[src/rtl/onehot_encoder.sv]
`timescale 1ns/1ps
// Streams the bit positions of every set bit of a request vector, lowest first,
// one index per output transfer; the last index is tagged and malformed vectors are flagged.
module onehot_encoder #(
  parameter int WIDTH = 4,
  localparam int IDX_W = $clog2(WIDTH)
) (
  input  logic             clk,
  input  logic             rst,
  input  logic             inValid,
  output logic             inReady,
  input  logic [WIDTH-1:0] dataIn,
  input  logic             coldIn,
  output logic             outValid,
  input  logic             outReady,
  output logic [IDX_W-1:0] index,
  output logic             outLast,
  output logic             multiHot,
  output logic             zeroIn
);

  logic [WIDTH-1:0] pending_reg;
  logic             valid_reg;
  logic             multi_reg;
  logic             zero_reg;

  logic [WIDTH-1:0] vec;
  logic [WIDTH-1:0] pending_rest;
  logic [IDX_W-1:0] low_idx;
  logic             last_beat;
  logic             in_fire;
  logic             out_fire;

  assign vec          = coldIn ? ~dataIn : dataIn;
  // pending with its lowest set bit cleared; zero means at most one bit remains
  assign pending_rest = pending_reg & (pending_reg - WIDTH'(1));
  assign last_beat    = valid_reg && (pending_rest == '0);

  always_comb begin
    low_idx = '0;
    for (int i = WIDTH - 1; i >= 0; i--) begin
      if (pending_reg[i]) low_idx = IDX_W'(i);
    end
  end

  assign inReady  = !valid_reg || (outReady && last_beat);
  assign in_fire  = inValid && inReady;
  assign out_fire = valid_reg && outReady;

  assign outValid = valid_reg;
  assign index    = low_idx;
  assign outLast  = last_beat;
  assign multiHot = multi_reg;
  assign zeroIn   = zero_reg;

  always_ff @(posedge clk) begin
    if (rst) begin
      pending_reg <= '0;
      valid_reg   <= 1'b0;
      multi_reg   <= 1'b0;
      zero_reg    <= 1'b0;
    end else begin
      if (out_fire) begin
        if (last_beat) begin
          pending_reg <= '0;
          valid_reg   <= 1'b0;
          multi_reg   <= 1'b0;
          zero_reg    <= 1'b0;
        end else begin
          pending_reg <= pending_rest;
        end
      end
      // a new vector overrides the drain of the previous one on the same edge
      if (in_fire) begin
        pending_reg <= vec;
        valid_reg   <= 1'b1;
        multi_reg   <= (vec & (vec - WIDTH'(1))) != '0;
        zero_reg    <= (vec == '0);
      end
    end
  end

endmodule

[config.mk]
export PLATFORM = sky130hd
export DESIGN_NAME = onehot_encoder
export DESIGN_NICKNAME = d
export VERILOG_FILES = /design/src/rtl/onehot_encoder.sv
export SDC_FILE = /design/constraint.sdc
export NUM_CORES = 1
export LEC_CHECK = 0
export CORE_AREA = 5 5 42 44
export DETAILED_ROUTE_END_ITERATION = 8
export DIE_AREA = 0 0 47 49
export GPL_ROUTABILITY_DRIVEN = 0
export PLACE_DENSITY = 0.67
export SLEW_MARGIN = 5
export SYNTH_ARGS = -nofsm -noshare
export SYNTH_HDL_FRONTEND = slang
export SYNTH_SLANG_ARGS = --single-unit
[constraint.sdc]
create_clock -name clk -period 2.2 [get_ports clk]
set_input_delay 0.44 -clock clk [delete_from_list [all_inputs] [get_ports clk]]
set_output_delay 0.44 -clock clk [all_outputs]
set_load 0.1 [all_outputs]
# --- Word-level counts from Yosys, hierarchy flattened ---
# Index checks and enable logic that the tools add are counted.
# W data, S select, Z words.
totals:
  register_bits: 7
  latchBits: 0
  ram_bits: 0
  romBits: 0
  in_bits: 9
  out_inout_bits: 7
  wordCells: 34
  mem_count: 0
classes:
  add_sub_neg: 2
  n_mul: 0
  div_mod_pow: 0
  n_lt_le_gt_ge: 0
  eq_ne: 0
  shift: 0
  muxes: 13
  bitwise_logic: 3
  reduce_logical: 12
op_table:
  columns: ["cell", "count"]
  rows:
  - ["$mux W4", 4]
  - ["$and A4 B4 Y4", 2]
  - ["$logic_not A4 Y1", 2]
  - ["$mux W2", 4]
  - ["$sub A4 B1 Y4 const B", 2]
  - ["$mux W1", 5]
  - ["$logic_and A1 B1 Y1", 4]
  - ["$not A4 Y4", 1]
  - ["$reduce_bool A2 Y1", 2]
  - ["$reduce_bool A4 Y1", 1]
  - ["$reduce_and A2 Y1", 1]
  - ["$logic_not A1 Y1", 1]
  - ["$logic_or A1 B1 Y1", 1]

# --- Logic depth before layout (Yosys ltp) ---
logic_depth:
  ltp_word: 9
  mapped_depth: 5
  mapped_depth_nobuf: 4

# --- Worst setup path before layout ---
# Ideal clock, no wire load.
synth_timing:
  kind: "flip-flop to output port"
  start: "register valid_reg, in the netlist outValid"
  end: "output port outLast"
  arrival_ps: 2569
  setup_slack_ps: -809
  stages_incl_launch_ff: 3
  n_path_buf: 0
  cell_sequence: "dfxtp_1 inv_1 nor2_1"
synth_between:
  elab_chain_len: 1
synth_rtl:
  columns: ["item", "line_no", "text"]
  rows:
  - ["start, declared", "23", "logic valid_reg;"]
  - ["start signal, assigned", "59", "valid_reg <= 1'b0;"]
  - ["start signal, assigned", "66", "valid_reg <= 1'b0;"]
  - ["start signal, assigned", "76", "valid_reg <= 1'b1;"]
  - ["$logic_and A1 B1 Y1", "37", "assign last_beat = valid_reg && (pending_rest == '0);"]
  - ["end, declared", "17", "output logic outLast,"]
# Every way passes these cells.

# --- Final worst setup path ---
layout_timing:
  start: "register pending_reg[2]"
  end: "output port inReady"
layout_between:
  elab_chain_len: 6
layout_rtl:
  columns: ["item", "line_no", "text"]
  rows:
  - ["start, declared", "22", "logic [WIDTH-1:0] pending_reg;"]
  - ["start signal, assigned", "70", "pending_reg <= pending_rest;"]
  - ["start signal, assigned", "75", "pending_reg <= vec;"]
  - ["$sub A4 B1 Y4", "36", "assign pending_rest = pending_reg & (pending_reg - WIDTH'(1));"]
  - ["$and A4 B4 Y4 *", "36", null]
  - ["$logic_not A4 Y1 *", "37", null]
  - ["$logic_and A1 B1 Y1 *", "37", null]
  - ["$logic_and A1 B1 Y1 *", "46", "assign inReady = !valid_reg || (outReady && last_beat);"]
  - ["$logic_or A1 B1 Y1 *", "46", null]
  - ["end, declared", "11", "output logic inReady,"]
# Every way passes the cells marked *; elsewhere a longest branch is shown, timed or not.

==> summary.txt <==
Run status
  – Status: complete, no violations

Hold path
  – Worst Hold Launch: zeroIn$_SDFFE_PP0P_
  – Hold path depth: 2
  – Hold Path Class: reg2reg

Global route
  – Wire length of the first global-routing pass: 1987 um
  – Initial antenna violation count: 0
  – Pin count of the biggest net entering global routing: 9
  – Total gr overflow: 0
  – GR Util All Layers: roughly an eighth
  – Vias in the first global route: 494

Setup path
  – Critical path origin: pending_reg[2]$_SDFFE_PP0P_
  – Crit. End Element: output pin
  – Crit path to: inReady
  – CP Max Fanout: 6
  – CP Data Arrival Time: 1.57 ns
  – R2R depth: 4
  – Reg2Reg Setup Slack: between 0.5 and 0.6 ns
  – Crit Path Class: reg2out
  – Worst Path Required: between 1.5 and 2 ns
  – Reg-to-Reg Start: pending_reg[0]$_SDFFE_PP0P_
  – Worst setup SP type: flip-flop
  – R2R Path End: pending_reg[3]$_SDFFE_PP0P_

Layout
  – Final nets: 90
  – Share of cells above drive strength 1: 21.25%
  – Final Core Density: 51.96%
  – Antenna cells: 0
  – Area growth from synthesis to layout: 47.72%
  – Max reg flops: 4
  – Post-route cell area: 728.2 um^2

Timing
  – Final hold slack: 0.4605 ns
  – Final Worst Setup Slack: 0.1922 ns
  – Total negative setup slack: 0 ns
  – Worst-margin pin slew: 0.4502 ns
  – Fin crit share: 91.26%
  – Max Freq: 0.4981 GHz
  – Pins Over Slew Limit: 0
  – Tmin final: 2.008 ns
  – Hold Vio Cnt, Final: 0
  – Max_slew headroom: 69.94%
  – RSZ-0062 raised after global routing: no
  – Final setup vio count: 0
  – Worst Clk Skew: 0.004886 ns

Clocking
  – CTS sink cnt: 7
  – CTS tree: yes
  – Hold_buf cts: 0
  – CTS Root Cell: clkbuf_4
  – CTS resizes: 0
  – CTS buffer count: 3
  – Worst-skew pair later-pin latency: 0.25 ns
  – H-tree Lvls: 1
  – Longest Clk Path Bufs: 2
  – Postcts setup bufs: 0
  – Clock transition at path regs: 0.05 ns

Synth
  – Post-synth cell types: 30
  – Syn avg cell area: 8.082 um^2
  – Synthesis-stage register bit count: 7
  – Post-synthesis cell count: 61
  – Yosys top cell area share: 28.43%
  – Syn nets: 70
  – Yosys top cell by area: dfxtp_1
  – Mapped cell area: just under 500 um^2
  – Seq/Total Area, Yosys: 28.43%
  – Top cells by area, synth: dfxtp_1 28%, xnor2_1 7.1%, a211oi_2 5.1%, inv_1 4.6%, nor2_1 4.6%
  – Yosys warns: 0

Detailed routing
  – Via density: 5.604
  – Initial DRC count: 6
  – # DRC: 0
  – Drt wl/cell: 12.22 um
  – DR pass1 iterations: 4
  – Routed WL: around 1200 um
  – Vias: 538
  – Antenna viol nets, final: 0

Placement
  – Worst slack at placement: 0.2109 ns
  – I/O Buffers: 15
  – Cell Area, Placed: 701.9 um^2
  – DPL Wire Length: roughly 940 um

Floorplanning
  – Initial Util: 35.18%
  – Die ar.: 2303 um^2
  – Die height: between 40 and 50 um
  – Die Width: 47 um
  – I/O pin count: 16
  – Rows: 14
  – Core Region: 1401 um^2

Power
  – Peak VDD IR: 0.2970 mV
  – PwrDens: 605.4 nW/um^2
  – Static Leak: 0.0002845 uW

Run
  – Total of max-cap violations: 0
-- cells in the final DEF (no fill, tap or decap), drive strengths merged --
cell type / synthesis / final
a211oi: 2 / 2
mux2: 1 / 1
o211ai: 1 / 1
clkdlybuf4s50: 0 / 8
o311ai: 1 / 1
mux2i: 1 / 1
o21ai: 1 / 1
dfxtp: 7 / 7
and3: 1 / 1
o41ai: 1 / 1
or3: 3 / 3
o21a: 2 / 2
a2bb2oi: 1 / 1
o2111ai: 1 / 1
a21oi: 4 / 4
nand2b: 1 / 1
nand4: 1 / 1
nand2: 4 / 4
nor2: 6 / 6
a21o: 1 / 1
xnor2: 4 / 4
nand3: 3 / 3
buf: 1 / 8
inv: 6 / 6
or4: 2 / 2
and2: 1 / 1
o31ai: 1 / 1
maj3: 1 / 1
nand4b: 1 / 1
clkbuf: 0 / 4
a211o: 1 / 1
-- power by group --
| part | total, uW | internal, uW | leakage (uW) | switching, uW |
|---|---|---|---|---|
| combinational | 181 | 68.9 | 0.000212 | 112 |
| sequential | 146 | 135 | 0.0000574 | 11.6 |
| clock | 114 | 69.0 | 0.0000150 | 44.5 |
| total | 441 | 273 | 0.000284 | 168 |
-- cells by family after synthesis --
family / share of synthesized area, %
AOI/OAI and AO/OA: 28.17
adders and majority gates: 2.031
DFF: 28.43
xor gates and xnor gates: 7.106
buffers and inverters: 5.329
and+or+nand+nor: 24.62
muxes: 4.315
-- synthesized netlist by cell type --
cell type / number
or3_1: 2
nor2_1: 6
buf_1: 1
dfxtp_1: 7
a21o_1: 1
o211ai_1: 1
nand2b_1: 1
o21a_1: 2
nand4_1: 1
nand2_1: 4
o311ai_2: 1
o31ai_1: 1
and2_1: 1
and3_1: 1
or3_2: 1
inv_1: 6
o41ai_1: 1
or4_1: 2
xnor2_1: 4
a21oi_1: 4
a2bb2oi_1: 1
o21ai_1: 1
mux2_2: 1
nand3_1: 3
o2111ai_1: 1
a211oi_2: 2
mux2i_1: 1
maj3_1: 1
nand4b_1: 1
a211o_1: 1
-- cell type report --
class | count | area [um^2]
Inverter | 6 | 22.52
Tap cell | 16 | 20.02
Fill cell | 144 | 673.1
Multi-Input combinational cell | 47 | 329.1
Clock buffer | 4 | 26.28
Sequential cell | 7 | 140.1
Timing Repair Buffer | 16 | 190.2
-- worst min-delay path by stage --
| stage | endpoint |
|---|---|
| global route | zeroIn$_SDFFE_PP0P_ |
| finish | zeroIn$_SDFFE_PP0P_ |
| global placement | zeroIn$_SDFFE_PP0P_ |
| floorplan | pending_reg[2]$_SDFFE_PP0P_ |
| detailed placement | zeroIn$_SDFFE_PP0P_ |
| CTS | zeroIn$_SDFFE_PP0P_ |
-- routing by layer --
layer / track usage [%] / vias to the layer above / routed length, um
met5: 0 / - / 0
met4: 8.295 / 0 / 32
met3: 2.214 / 4 / 50
met2: 19.23 / 12 / 588
met1: 12.78 / 257 / 502
li1: - / 265 / -
-- through the flow --
stage | power [uW] | std cells
floorplan | 264.6 | 61
global placement | 328.1 | 92
detailed placement | 329.4 | 92
CTS | 445.5 | 96
global route | 464.0 | 96
finish | 440.9 | 96
-- critical path, stage by stage (launching register included) --
cell and delay, ns:
dfxtp_1 0.37, a211oi_2 0.34, nor2_1 0.11, o21ai_1 0.27
buf_12 0.22
Power figures use the tool's default switching activity.
